File: src/rtl/pic_ctrl_sync_pkg.sv
// Shared constants and types for the pic_ctrl_sync interrupt controller.
// Register addresses, EOI/mode bit positions and the INTA sequencer states.
package pic_pkg;

   localparam logic [1:0] ADDR_IMR  = 2'd0;
   localparam logic [1:0] ADDR_BASE = 2'd1;
   localparam logic [1:0] ADDR_MODE = 2'd2;
   localparam logic [1:0] ADDR_EOI  = 2'd3;

   localparam int MODE_LTIM_BIT = 0;
   localparam int MODE_AEOI_BIT = 1;
   localparam int MODE_ROT_BIT  = 2;

   localparam int EOI_NS_BIT = 5;
   localparam int EOI_SP_BIT = 6;

   typedef enum logic [1:0] {
      IDLE = 2'd0,
      ACK1 = 2'd1,
      ACK2 = 2'd2
   } ack_state_t;

endpackage

File: src/rtl/pic_ctrl_sync_prio_resolver.sv
// Combinational find-highest: scans vec starting at index 'start' (highest priority)
// and wrapping modulo N; returns whether any bit is set and the winning index.
module pic_prio_resolver #(
   parameter int N = 8
) (
   input  logic [N-1:0]         vec,
   input  logic [$clog2(N)-1:0] start,
   output logic                 valid,
   output logic [$clog2(N)-1:0] idx
);

   localparam int IW = $clog2(N);

   // Scan from lowest to highest priority so the highest-priority hit is written last.
   always_comb begin
      valid = 1'b0;
      idx   = '0;
      for (int i = N - 1; i >= 0; i--) begin
         if (vec[start + IW'(i)]) begin
            valid = 1'b1;
            idx   = start + IW'(i);
         end
      end
   end

endmodule

File: src/rtl/pic_ctrl_sync.sv
// 8259A-style interrupt control logic: IRR/IMR/ISR, fully nested priority and INTA sequencer.
// Optional rotating priority is compiled in when PIC_ROTATE_EN is defined.
module pic_ctrl_sync
   import pic_pkg::*;
#(
   parameter int NUM_IRQ = 8,
   parameter int VEC_W   = 8
) (
   input  logic               clk,
   input  logic               reset,
   input  logic               wr_en,
   input  logic [1:0]         wr_addr,
   input  logic [15:0]        wr_data,
   input  logic [NUM_IRQ-1:0] ir,
   input  logic               inta_n,
   output logic               int_o,
   output logic [VEC_W-1:0]   vec_o,
   output logic               vec_valid,
   output logic [NUM_IRQ-1:0] irr_o,
   output logic [NUM_IRQ-1:0] isr_o,
   output logic [NUM_IRQ-1:0] imr_o
);

   localparam int IDX_W = $clog2(NUM_IRQ);

   logic [NUM_IRQ-1:0]     ir_q, irr, isr, imr, req;
   logic [VEC_W-1:IDX_W]   base_hi;
   logic                   ltim, aeoi, inta_n_q, spurious;
   logic [IDX_W-1:0]       w, start;
   ack_state_t             state, state_next;
   logic                   do_ack1, do_ack2, inta_fall, int_cond;
   logic                   req_valid, isr_valid;
   logic [IDX_W-1:0]       req_idx, isr_idx;
   logic [NUM_IRQ-1:0]     ack_clr, eoi_clr, aeoi_clr, irr_next, isr_next;
   logic                   wr_imr, wr_base, wr_mode, wr_eoi;
   logic                   unused_wr;

   assign unused_wr = ^wr_data;

   assign wr_imr  = wr_en && (wr_addr == ADDR_IMR);
   assign wr_base = wr_en && (wr_addr == ADDR_BASE);
   assign wr_mode = wr_en && (wr_addr == ADDR_MODE);
   assign wr_eoi  = wr_en && (wr_addr == ADDR_EOI);

   assign req       = irr & ~imr;
   assign inta_fall = inta_n_q & ~inta_n;

`ifdef PIC_ROTATE_EN
   logic             rot;
   logic [IDX_W-1:0] lowest_prio;
   logic             rot_upd;
   logic [IDX_W-1:0] rot_k;
   assign start = lowest_prio + 1'b1;
`else
   assign start = '0;
`endif

   pic_prio_resolver #(.N(NUM_IRQ)) u_req_res (
      .vec(req), .start(start), .valid(req_valid), .idx(req_idx)
   );
   pic_prio_resolver #(.N(NUM_IRQ)) u_isr_res (
      .vec(isr), .start(start), .valid(isr_valid), .idx(isr_idx)
   );

   // Ranks are distances from the highest-priority slot; wrap is free since NUM_IRQ is 2^n.
   assign int_cond = req_valid && (!isr_valid || ((req_idx - start) < (isr_idx - start)));

   // NOTE: every signal written in this block gets a default first, so no latch is inferred.
   always_comb begin
      state_next = state;
      do_ack1    = 1'b0;
      do_ack2    = 1'b0;
      case (state)
         IDLE: if (inta_fall) begin state_next = ACK1; do_ack1 = 1'b1; end
         ACK1: if (inta_fall) begin state_next = ACK2; do_ack2 = 1'b1; end
         ACK2: if (inta_n) state_next = IDLE;
         default: state_next = IDLE;
      endcase
   end

   always_comb begin
      ack_clr  = (do_ack1 && int_cond) ? (NUM_IRQ'(1) << req_idx) : '0;
      aeoi_clr = (do_ack2 && aeoi && !spurious) ? (NUM_IRQ'(1) << w) : '0;
      eoi_clr  = '0;
      if (wr_eoi) begin
         if (wr_data[EOI_NS_BIT]) begin
            if (isr_valid) eoi_clr = NUM_IRQ'(1) << isr_idx;
         end else if (wr_data[EOI_SP_BIT]) begin
            eoi_clr = NUM_IRQ'(1) << wr_data[IDX_W-1:0];
         end
      end
      // A fresh rising edge always wins over the acknowledge clear.
      if (ltim) irr_next = (ir  & ~ack_clr) | (ir & ~ir_q);
      else      irr_next = (irr & ~ack_clr) | (ir & ~ir_q);
      isr_next = ((isr & ~eoi_clr) | ack_clr) & ~aeoi_clr;
`ifdef PIC_ROTATE_EN
      rot_upd = 1'b0;
      rot_k   = '0;
      if (|(aeoi_clr & isr)) begin
         rot_upd = rot;
         rot_k   = w;
      end
      if (|(eoi_clr & isr)) begin
         rot_upd = rot;
         rot_k   = wr_data[EOI_NS_BIT] ? isr_idx : wr_data[IDX_W-1:0];
      end
`endif
   end

   always_ff @(posedge clk or posedge reset) begin
      if (reset) state <= IDLE;
      else       state <= state_next;
   end

   // NOTE: sequential state uses non-blocking assignments so every register samples pre-edge values.
   always_ff @(posedge clk or posedge reset) begin
      if (reset) begin
         ir_q      <= '0;
         inta_n_q  <= 1'b1;
         irr       <= '0;
         isr       <= '0;
         imr       <= '0;
         base_hi   <= '0;
         ltim      <= 1'b0;
         aeoi      <= 1'b0;
         w         <= '0;
         spurious  <= 1'b0;
         int_o     <= 1'b0;
         vec_o     <= '0;
         vec_valid <= 1'b0;
      end else begin
         ir_q      <= ir;
         inta_n_q  <= inta_n;
         irr       <= irr_next;
         isr       <= isr_next;
         int_o     <= do_ack1 ? 1'b0 : int_cond;
         vec_valid <= do_ack2;
         if (wr_imr)  imr     <= wr_data[NUM_IRQ-1:0];
         if (wr_base) base_hi <= wr_data[VEC_W-1:IDX_W];
         if (wr_mode) begin
            ltim <= wr_data[MODE_LTIM_BIT];
            aeoi <= wr_data[MODE_AEOI_BIT];
         end
         if (do_ack1) begin
            w        <= int_cond ? req_idx : IDX_W'(NUM_IRQ - 1);
            spurious <= !int_cond;
         end
         if (do_ack2) vec_o <= {base_hi, w};
      end
   end

`ifdef PIC_ROTATE_EN
   always_ff @(posedge clk or posedge reset) begin
      if (reset) begin
         rot         <= 1'b0;
         lowest_prio <= IDX_W'(NUM_IRQ - 1);
      end else begin
         if (wr_mode) rot <= wr_data[MODE_ROT_BIT];
         if (rot_upd) lowest_prio <= rot_k;
      end
   end
`endif

   assign irr_o = irr;
   assign isr_o = isr;
   assign imr_o = imr;

endmodule

File: config.mk
export PLATFORM = sky130hd
export DESIGN_NAME = pic_ctrl_sync
export DESIGN_NICKNAME = d
export VERILOG_FILES = /design/src/rtl/pic_ctrl_sync_pkg.sv /design/src/rtl/pic_ctrl_sync_prio_resolver.sv /design/src/rtl/pic_ctrl_sync.sv
export SDC_FILE = /design/constraint.sdc
export NUM_CORES = 1
export LEC_CHECK = 0
export CAP_MARGIN = 20
export CELL_PAD_IN_SITES_DETAIL_PLACEMENT = 1
export CELL_PAD_IN_SITES_GLOBAL_PLACEMENT = 1
export CORE_AREA = 3 3 100 102
export DETAILED_ROUTE_END_ITERATION = 6
export DIE_AREA = 0 0 103 105
export MAX_ROUTING_LAYER = met4
export PLACE_DENSITY_LB_ADDON = 0.1
export SLEW_MARGIN = 10
export SYNTH_ARGS = -nofsm -noshare
export SYNTH_HDL_FRONTEND = slang
export SYNTH_SLANG_ARGS = --single-unit
File: constraint.sdc
create_clock -name clk -period 3.6 [get_ports clk]
set_input_delay 0.72 -clock clk [delete_from_list [all_inputs] [get_ports clk]]
set_output_delay 0.72 -clock clk [all_outputs]
set_load 0.03 [all_outputs]
* Word-level counts from Yosys, hierarchy flattened
Index checks and enable logic that the tools add are counted.
** Word-level totals
- Bits in registers :: 56
- Input port bits :: 30
- Output and inout bits :: 34
** Cells by class
- Order comparisons :: 1
- Equal/unequal tests :: 8
- Shifts and indexed selects :: 4
- Muxes and demuxes :: 48
- Bitwise gates (word level) :: 16
- Reductions and logical operators :: 15
** Operators by type and width (count)
- $mux 8 :: 7
- $mux 3 :: 17
- $and 8x8->8 :: 6
- $not 8->8 :: 5
- $shl 1x3->8 const A :: 4
- $or 8x8->8 :: 3
- $mux 1 :: 20
- $logic_and 1x1->1 :: 8
- $eq 2x2->1 const B :: 3
- $mux 2 :: 3
- $ne 2x2->1 const B :: 3
- $pmux 2 s3 :: 1
- $eq 2x1->1 const B :: 2
- $logic_not 2->1 :: 2
- $logic_not 1->1 :: 3
- $lt 3x3->1 :: 1
- $reduce_and 3->1 :: 1
- $and 1x1->1 :: 1
- $logic_or 1x1->1 :: 1
- $not 1->1 :: 1

* Depth between registers and ports, before layout
Gate-level depths: netlist of run 1.
- Depth after elaboration :: 19
- Gate-level depth with buffers :: 11
- Gate-level depth less buffers :: 11

* By module
Synthesis of run 1 repeated with hierarchy kept, for this count alone.
** Unflattened totals
- Cells, all modules :: 411
- Area, all modules :: 4155.2 um2
** Modules (own cells, without submodules)
- pic_ctrl_sync :: instances 1, cells each 231, area an instance 2591.2 um2, seq. area each 1402.6 um2
- pic_prio_resolver :: instances 2, cells each 90, area an instance 782.0 um2, seq. area each 0.0 um2

* Worst setup path after synthesis of run 1
OpenSTA, ideal clock, no wires.
- Path kind :: reg2reg
- Start :: reg imr[7] (netlist: imr_o[7])
- End :: reg isr[2] (netlist: isr_o[2])
- Setup time :: 82 ps
- Data arrival time :: 2446 ps
- Required time :: 3518 ps
- Slack :: 1072 ps
- Stages on the path, launching flop included :: 12
- Path buffers :: 0
- Period minus slack after synthesis :: 2528 ps
- Cell sequence :: dfrtp_1 > nand2b_1 > nor2b_1 > o211ai_1 > nand2_1 > inv_1 > ha_1 > o21a_1 > o22ai_1 > a21oi_2 > or3_1 > a22oi_2
** On the way
- Cells in the longest elaborated chain, start to end :: 17
- Elaborated cells between the ends (all ways) :: 26
- Those cells by class :: order compare: 1; shift: 1; mux: 17; bitwise: 4; reduce/logical: 3
** Ends and longest elaborated chain
- start: declaration :: line pic_ctrl_sync.sv:26 : logic [NUM_IRQ-1:0] ir_q, irr, isr, imr, req;
- start signal: assignment :: line pic_ctrl_sync.sv:138 : if (wr_imr) imr <= wr_data[NUM_IRQ-1:0];
- $not 8->8 (*) :: line pic_ctrl_sync.sv:45 : assign req = irr & ~imr;
- $and 8x8->8 (*) :: line pic_ctrl_sync.sv:45
- $mux 3 (8 in a row) :: line pic_ctrl_sync_prio_resolver.sv:19 : if (vec[start + IW'(i)]) begin
- $lt 3x3->1 :: line pic_ctrl_sync.sv:66 : assign int_cond = req_valid && (!isr_valid || ((req_idx - start) < (isr_idx - start)));
- $logic_or 1x1->1 :: line pic_ctrl_sync.sv:66
- $logic_and 1x1->1 :: line pic_ctrl_sync.sv:66
- $logic_and 1x1->1 :: line pic_ctrl_sync.sv:82 : ack_clr = (do_ack1 && int_cond) ? (NUM_IRQ'(1) << req_idx) : '0;
- $mux 8 (*) :: line pic_ctrl_sync.sv:82
- $or 8x8->8 (*) :: line pic_ctrl_sync.sv:95 : isr_next = ((isr & ~eoi_clr) | ack_clr) & ~aeoi_clr;
- $and 8x8->8 (*) :: line pic_ctrl_sync.sv:95
- net isr_next[2] :: line pic_ctrl_sync.sv:34 : logic [NUM_IRQ-1:0] ack_clr, eoi_clr, aeoi_clr, irr_next, isr_next;
- end signal: assignment :: line pic_ctrl_sync.sv:135 : isr <= isr_next;
- end: declaration :: line pic_ctrl_sync.sv:26
The timed path passes the listed nets; every way through them passes the cells marked *.
A chain may end at the register's enable or synchronous reset.

* Worst setup path in the final report of run 1
- Start :: reg irr[6] (netlist: irr_o[6])
- End :: reg isr[7] (netlist: isr_o[7])
** On the way
- Cells in the longest elaborated chain, start to end :: 15
- Elaborated cells between the ends (all ways) :: 23
- Those cells by class :: order compare: 1; shift: 1; mux: 15; bitwise: 3; reduce/logical: 3
** Ends and longest elaborated chain
- start: declaration :: line pic_ctrl_sync.sv:26
- start signal: assignment :: line pic_ctrl_sync.sv:134 : irr <= irr_next;
- $and 8x8->8 (*) :: line pic_ctrl_sync.sv:45
- $mux 3 (7 in a row) :: line pic_ctrl_sync_prio_resolver.sv:19
- $lt 3x3->1 :: line pic_ctrl_sync.sv:66
- $logic_or 1x1->1 :: line pic_ctrl_sync.sv:66
- $logic_and 1x1->1 :: line pic_ctrl_sync.sv:66
- $logic_and 1x1->1 :: line pic_ctrl_sync.sv:82
- $mux 8 (*) :: line pic_ctrl_sync.sv:82
- $or 8x8->8 (*) :: line pic_ctrl_sync.sv:95
- $and 8x8->8 (*) :: line pic_ctrl_sync.sv:95
- net isr_next[7] :: line pic_ctrl_sync.sv:34
Marks and branches as above.

==> flow_summary.json, run 1 <==
{
  "initial_core_util": 0.2954,
  "finish_stage_setup_viols": 0,
  "mostFrequentLayoutCells": "sky130_fd_sc_hd__dfrtp_1, sky130_fd_sc_hd__clkdlybuf4s50_1, sky130_fd_sc_hd__mux2_2, sky130_fd_sc_hd__nor2_1, sky130_fd_sc_hd__nand2_1",
  "min_period_over_period": 0.7693,
  "crit_type": "reg -> reg",
  "grt_start_max_net_pins": 33,
  "dpl.hpwl_um": 5964,
  "critPathCapture": "isr_o[7]",
  "netlist-cell-type-count": 53,
  "antenna_found_initial": 0,
  "synth_largest_area_cell": "sky130_fd_sc_hd__dfrtp_1",
  "synth-async-reset-ratio": 1.000,
  "core_region_area_sq_mm": 0.009196,
  "mappedNetlistNets": 280,
  "timing.max_slew.rel_slack": 0.6231,
  "synth-main-ff-cell": "sky130_fd_sc_hd__dfrtp_1",
  "horizontal_die_dimension_um": 103,
  "grt_setup_unrepaired": "false",
  "cts_repair_resizes": 0,
  "power.density_cell_area_mw_per_mm2": 761.9,
  "clk_root_buffer_cell": "sky130_fd_sc_hd__clkbuf_8",
  "timing_max_transition_violations_final": 0,
  "clk_pin_slew_ns": 0.11,
  "tritoncts": "yes",
  "r2r_cell_count": 11,
  "tns_ns": 0,
  "route.detailed.vias_per_inst": 5.176,
  "postSynthCellCount": 248,
  "regToRegSetupSlack_ns": 0.83,
  "design.die.area_sq_mm": 0.01082,
  "diodes": 0,
  "clock-sinks": 56,
  "synth_area_per_cell_sq_um": 10.95,
  "routed-via-count": 2200,
  "dieHeight_um": 105,
  "p_leak_uw": 0.001424,
  "synth_seq_area_share": 0.5164,
  "htree_num_levels": 2,
  "worstSetupStartpointType": "flop",
  "maxClockFrequency_mhz": 361.1,
  "first_pass_grt_wire_length_um": 12590,
  "num-nets-final": 345,
  "drcViolationCount": 0,
  "port-buffer-count": 55,
  "wl_um": 7712,
  "period_needed_ns": 2.770,
  "post_route_cells_drive_above_1_share": 0.1465,
  "postCtsHoldBufs": 0,
  "yosys_top_cell_area_share": 0.5067,
  "final_core_utilization": 0.3849,
  "syn-cell-area_sq_mm": 0.002716,
  "first_global_vias": 2329,
  "place.gp.congestion": 0.8196,
  "report.final.hold_viol_count": 0,
  "area.growth.synth_to_final_pct": 30.31,
  "dr.first_iter.drc_count": 71,
  "tightest_pin_transition_ns": 0.5602,
  "ant_nets": 0,
  "clock_tree.buffer_depth": 2,
  "number_of_buffers_added_by_the_clock_tree_synthesis_step": 5,
  "skew_ns": 0.007356,
  "worst_r2r_endpoint": "isr_o[7]",
  "status": "finished clean",
  "crit_path_end_kind": "flop",
  "post-cts-setup-buffer-count": 0,
  "grt_util_all_layers": 0.1554,
  "synth-edff-count": 0,
  "worstSetupStartpoint": "irr_o[6]",
  "first_pass_iters": 4,
  "yosys_warn_count": 0,
  "wire_per_inst_um": 18.15,
  "row_count": 35,
  "critical_r2r_launch": "irr_o[6]",
  "floorplan.io_pins": 64,
  "grt_overflow_total": 0,
  "path_max_fanout": 10,
  "count_of_state_elements_after_synthesis": 56,
  "critical_path_arrival_ns": 3.00,
  "power.ir.vdd_worst_v": 0.0002036,
  "worst_skew_pair.late_latency_ns": 0.31,
  "timing.critical_path.required_ns": 3.83,
  "worst_hold_path_type": "reg -> reg",
  "cell_types_with_the_largest_area_share_after_synthesis": "sky130_fd_sc_hd__dfrtp_1, sky130_fd_sc_hd__mux2_2, sky130_fd_sc_hd__nand2b_1, sky130_fd_sc_hd__nor2_1, sky130_fd_sc_hd__nand2_1",
  "cap_viol_max_count": 0
}
## sequential cells by signal, indices dropped and copies added (netlist names), 2 cells and up
signal / cells
base_hi: 5
imr_o: 8
ir_q: 8
irr_o: 8
isr_o: 8
state: 2
vec_o: 8
w: 3
## worst max-delay path, stage by stage, from the launching register on
cell	delay, ns
sky130_fd_sc_hd__dfrtp_1	0.43
sky130_fd_sc_hd__nor2b_1	0.17
sky130_fd_sc_hd__nor2b_1	0.28
sky130_fd_sc_hd__o211ai_1	0.12
sky130_fd_sc_hd__nand2_1	0.11
sky130_fd_sc_hd__inv_1	0.05
sky130_fd_sc_hd__ha_1	0.26
sky130_fd_sc_hd__o21a_1	0.20
sky130_fd_sc_hd__o22ai_1	0.31
sky130_fd_sc_hd__a21oi_2	0.17
sky130_fd_sc_hd__or3_1	0.43
sky130_fd_sc_hd__a32oi_1	0.17
## through the flow
step                      total power (uW)  setup WS, ns  hold slack [ns]  std cells  area, sq um
after floorplan                       1831         1.072           0.3919        248         2716
after global placement                2329        0.6612           0.3945        417         3443
after detailed placement              2344        0.6425           0.4211        417         3443
after CTS                             2736        0.8033           0.4373        425         3540
after global routing                  2901        0.5733           0.4468        425         3540
final                                 2697        0.8304           0.4419        425         3540
## kinds of logic (layout without fill, tap and decap cells)
group	count (synthesis)	after routing	synth area share
simple gates	94	94	0.1939
mux	23	23	0.09535
compound gates	58	58	0.1626
flops	56	56	0.5164
xor+xnor	1	1	0.003225
fa+ha+maj	2	2	0.009211
buf+inv	14	80	0.01934
## worst min path at each step
stage,from,endpoint,slack (ns),depth (start not counted)
6_report,ir_q[3],irr_o[3],0.44,1
2_1_floorplan,ir_q[2],irr_o[2],0.39,1
4_1_cts,ir_q[3],irr_o[3],0.44,1
5_1_grt,ir_q[2],irr_o[2],0.45,1
3_5_place_dp,ir_q[3],irr_o[3],0.42,1
3_3_place_gp,ir_q[2],irr_o[2],0.39,1
## layout make-up
type	instances	area [sq um]
clock inverter	2	13.76
clock buffer	6	82.58
fill	1032	5657
inverter	10	37.54
sequential	56	1403
timing repair buffer	62	603.1
multi-input combinational	178	1261
tap	111	138.9
## per-layer routing
layer,vias to the layer above,GRT usage,part of all wire
li1,1045,-,-
met3,8,0.02603,0.036
met2,45,0.2392,0.48
met5,-,-,0
met1,1102,0.2146,0.47
met4,0,0.03423,0.010
## cell usage after synthesis, types with 2 or more instances
master,n
sky130_fd_sc_hd__a211oi_1,2
sky130_fd_sc_hd__o311ai_0,2
sky130_fd_sc_hd__clkbuf_1,4
sky130_fd_sc_hd__or3_1,3
sky130_fd_sc_hd__dfrtp_1,55
sky130_fd_sc_hd__nand4_1,3
sky130_fd_sc_hd__a21bo_1,2
sky130_fd_sc_hd__nor4bb_1,2
sky130_fd_sc_hd__o2bb2ai_1,2
sky130_fd_sc_hd__nor4_1,2
sky130_fd_sc_hd__o21ai_0,6
sky130_fd_sc_hd__nand3_1,8
sky130_fd_sc_hd__a21o_1,2
sky130_fd_sc_hd__nor2_1,19
sky130_fd_sc_hd__a32oi_1,3
sky130_fd_sc_hd__o211ai_1,6
sky130_fd_sc_hd__nand2_1,15
sky130_fd_sc_hd__mux2_2,23
sky130_fd_sc_hd__o22a_1,2
sky130_fd_sc_hd__inv_1,9
sky130_fd_sc_hd__a31oi_1,2
sky130_fd_sc_hd__a22oi_1,3
sky130_fd_sc_hd__nor3b_1,3
sky130_fd_sc_hd__nand2b_1,13
sky130_fd_sc_hd__nor3_1,3
sky130_fd_sc_hd__a21oi_1,11
sky130_fd_sc_hd__and3_1,2
sky130_fd_sc_hd__a32o_1,2
sky130_fd_sc_hd__o21ai_1,2
sky130_fd_sc_hd__ha_1,2
sky130_fd_sc_hd__nor2b_1,9
sky130_fd_sc_hd__nand3b_1,5
## power by group
group | internal [uW] | switching (uW) | leakage [uW]
combinational | 566 | 763 | 0.000708
clock | 158 | 223 | 0.0000516
sequential | 805 | 180 | 0.000664
Power figures use the tool's default switching activity.
==> inputs of run 2 (changes only) <==
==> constraint.sdc (replaced) <==
create_clock -name clk -period 2.7 [get_ports clk]
set_input_delay 0.54 -clock clk [delete_from_list [all_inputs] [get_ports clk]]
set_output_delay 0.54 -clock clk [all_outputs]
set_load 0.03 [all_outputs]
==> run 2 against run 1 <==
Hold slack worse by 0.022 ns; power is 42% higher; final area is 5.3% higher; die area stayed put; first-iteration DRC count is 13% lower; sequential share of layout area is 2.0 points lower; non-clock buffer count is 21 higher; sequential power is 32% higher; core utilization is 2.1 points higher; count of clock-buffer cells in the layout stayed put; final cell count is 4.9% higher; critical endpoint is now irr_o[2].
==> flow_summary.json, run 2 (synthesis results as in run 1) <==
{
  "timing.max_slew.rel_slack": 0.7063,
  "netSwitchingFraction": 0.4258,
  "drcViolationCount": 0,
  "mostFrequentLayoutCells": "sky130_fd_sc_hd__dfrtp_1, sky130_fd_sc_hd__clkdlybuf4s50_1, sky130_fd_sc_hd__buf_4, sky130_fd_sc_hd__mux2_2, sky130_fd_sc_hd__nor2_1",
  "wire_per_inst_um": 17.51,
  "worst_hold_path_type": "reg -> reg",
  "final_core_utilization": 0.4054,
  "timing.critical_path.required_ns": 2.89,
  "design.die.area_sq_mm": 0.01082,
  "first_global_vias": 2371,
  "grt_start_max_net_pins": 57,
  "finish_stage_setup_viols": 0,
  "diodes": 0,
  "area.growth.synth_to_final_pct": 37.26,
  "design_power_total_uw": 3838,
  "crit_path_end_kind": "flop",
  "first_pass_grt_wire_length_um": 12840,
  "slowest_delay_ns": 0.41,
  "tightest_pin_transition_ns": 0.4382,
  "port-buffer-count": 55,
  "power.ir.vdd_worst_v": 0.0003192,
  "dr.first_iter.drc_count": 62,
  "core_region_area_sq_mm": 0.009196,
  "critical-path-top-cell-by-count": "sky130_fd_sc_hd__buf_4",
  "post_dp_cell_area_sq_mm": 0.003606,
  "dpl.hpwl_um": 6070,
  "dieHeight_um": 105,
  "horizontal_die_dimension_um": 103,
  "cp_top_family": "compound AO/OA/AOI/OAI gates",
  "floorplan.io_pins": 64,
  "path_max_fanout": 9,
  "routed-via-count": 2283,
  "antenna_found_initial": 0,
  "clock_tree.buffer_depth": 2,
  "timing_max_transition_violations_final": 0,
  "post_route_cells_drive_above_1_share": 0.2090,
  "clk_pin_slew_ns": 0.10,
  "crit_type": "reg -> reg",
  "post_layout_nonfiller_instances": 446,
  "cap_viol_max_count": 0,
  "finalInstanceArea_sq_mm": 0.003729,
  "critical_path_arrival_ns": 2.68,
  "worstSetupStartpointType": "flop",
  "number_of_buffers_added_by_the_clock_tree_synthesis_step": 5,
  "row_count": 35,
  "n_fill_cell": 1060,
  "clk_root_buffer_cell": "sky130_fd_sc_hd__clkbuf_8",
  "postCtsHoldBufs": 0,
  "status": "finished clean",
  "num-nets-final": 366,
  "clock_power_share": 0.125,
  "post-place-cells": 437,
  "maxClockFrequency_mhz": 401.3,
  "path_buf_inv": 3,
  "period_needed_ns": 2.492,
  "skew_ns": 0.01155,
  "tritoncts": "yes",
  "clock-sinks": 56,
  "p_leak_uw": 0.001525,
  "report.final.hold_viol_count": 0,
  "cell_by_cell_trace_of_the_critical_path": "nand2b_1, nor2b_1, o211ai_1, nand2_1, inv_1, ha_1, o21a_1, o22ai_1, buf_4, a21oi_4, buf_4, o32ai_1, o21ai_1",
  "grt_util_all_layers": 0.1567,
  "power.density_cell_area_mw_per_mm2": 1029,
  "min_period_over_period": 0.9229,
  "ant_nets": 0,
  "tns_ns": 0,
  "internal_power_uw": 2204,
  "comb_power_share": 0.535,
  "place.gp.congestion": 0.7973,
  "wl_um": 7810,
  "route.detailed.vias_per_inst": 5.119,
  "p_seq_frac": 0.340,
  "htree_num_levels": 2,
  "first_pass_iters": 4,
  "switchingPower_uw": 1634,
  "initial_core_util": 0.2954,
  "cp_slowest_cell": "sky130_fd_sc_hd__dfrtp_1",
  "grt_overflow_total": 0,
  "worst_skew_pair.late_latency_ns": 0.32
}
-- run 2: repair_timing --
item,CTS,global route
buffers inserted,0,1
resized for setup,0,5
setup endpoints to repair,0,6
-- run 2: path summary, 6_finish.rpt --
path | start | endpoint | slack (ns) | cells past startpoint
worst max register to register | imr_o[7] | irr_o[2] | 0.21 | 13
min in group asynchronous | reset | vec_o[4] | 0.60 | 3
worst min-delay path | ir_q[2] | irr_o[2] | 0.42 | 1
worst min register to register | ir_q[2] | irr_o[2] | 0.42 | 1
worst max-delay path | imr_o[7] | irr_o[2] | 0.21 | 13
max in group asynchronous | reset | inta_n_q | 1.82 | 3
-- run 2: final cells by class --
type                    count  area (sq um)  share of cell area
multi-input cells         178          1287              0.3453
repair buffers             83         773.2              0.2074
clock inverters             2         16.27            0.004362
inverters                  10         37.54             0.01007
well taps                 111         138.9             0.03725
clock buffers               6         72.57             0.01946
flip-flops and latches     56          1403              0.3762
-- run 2: layer usage --
metal / GRT usage / vias to the layer above / share of wire
met5: - / - / 0
met3: 0.02270 / 4 / 0.033
met2: 0.2470 / 40 / 0.49
met4: 0.02775 / 0 / 0.0068
li1: - / 1086 / -
met1: 0.2164 / 1153 / 0.47
-- run 2: per-stage QoR --
stage	hold WS (ns)	setup slack, ns
after floorplan	0.3919	0.1724
after global placement	0.3947	0.09591
after detailed placement	0.4110	0.05931
after CTS	0.4263	0.1238
after global routing	0.4387	-0.03591
final	0.4195	0.2081
-- run 2: power by group through the flow --
stage / logic [uW] / registers, uW / clock network (uW)
after floorplan: 839 / 1600 / 0
after global placement: 1990 / 1320 / 0
after detailed placement: 2010 / 1330 / 0
after CTS: 2020 / 1310 / 503
after global routing: 2240 / 1350 / 542
final: 2050 / 1300 / 479
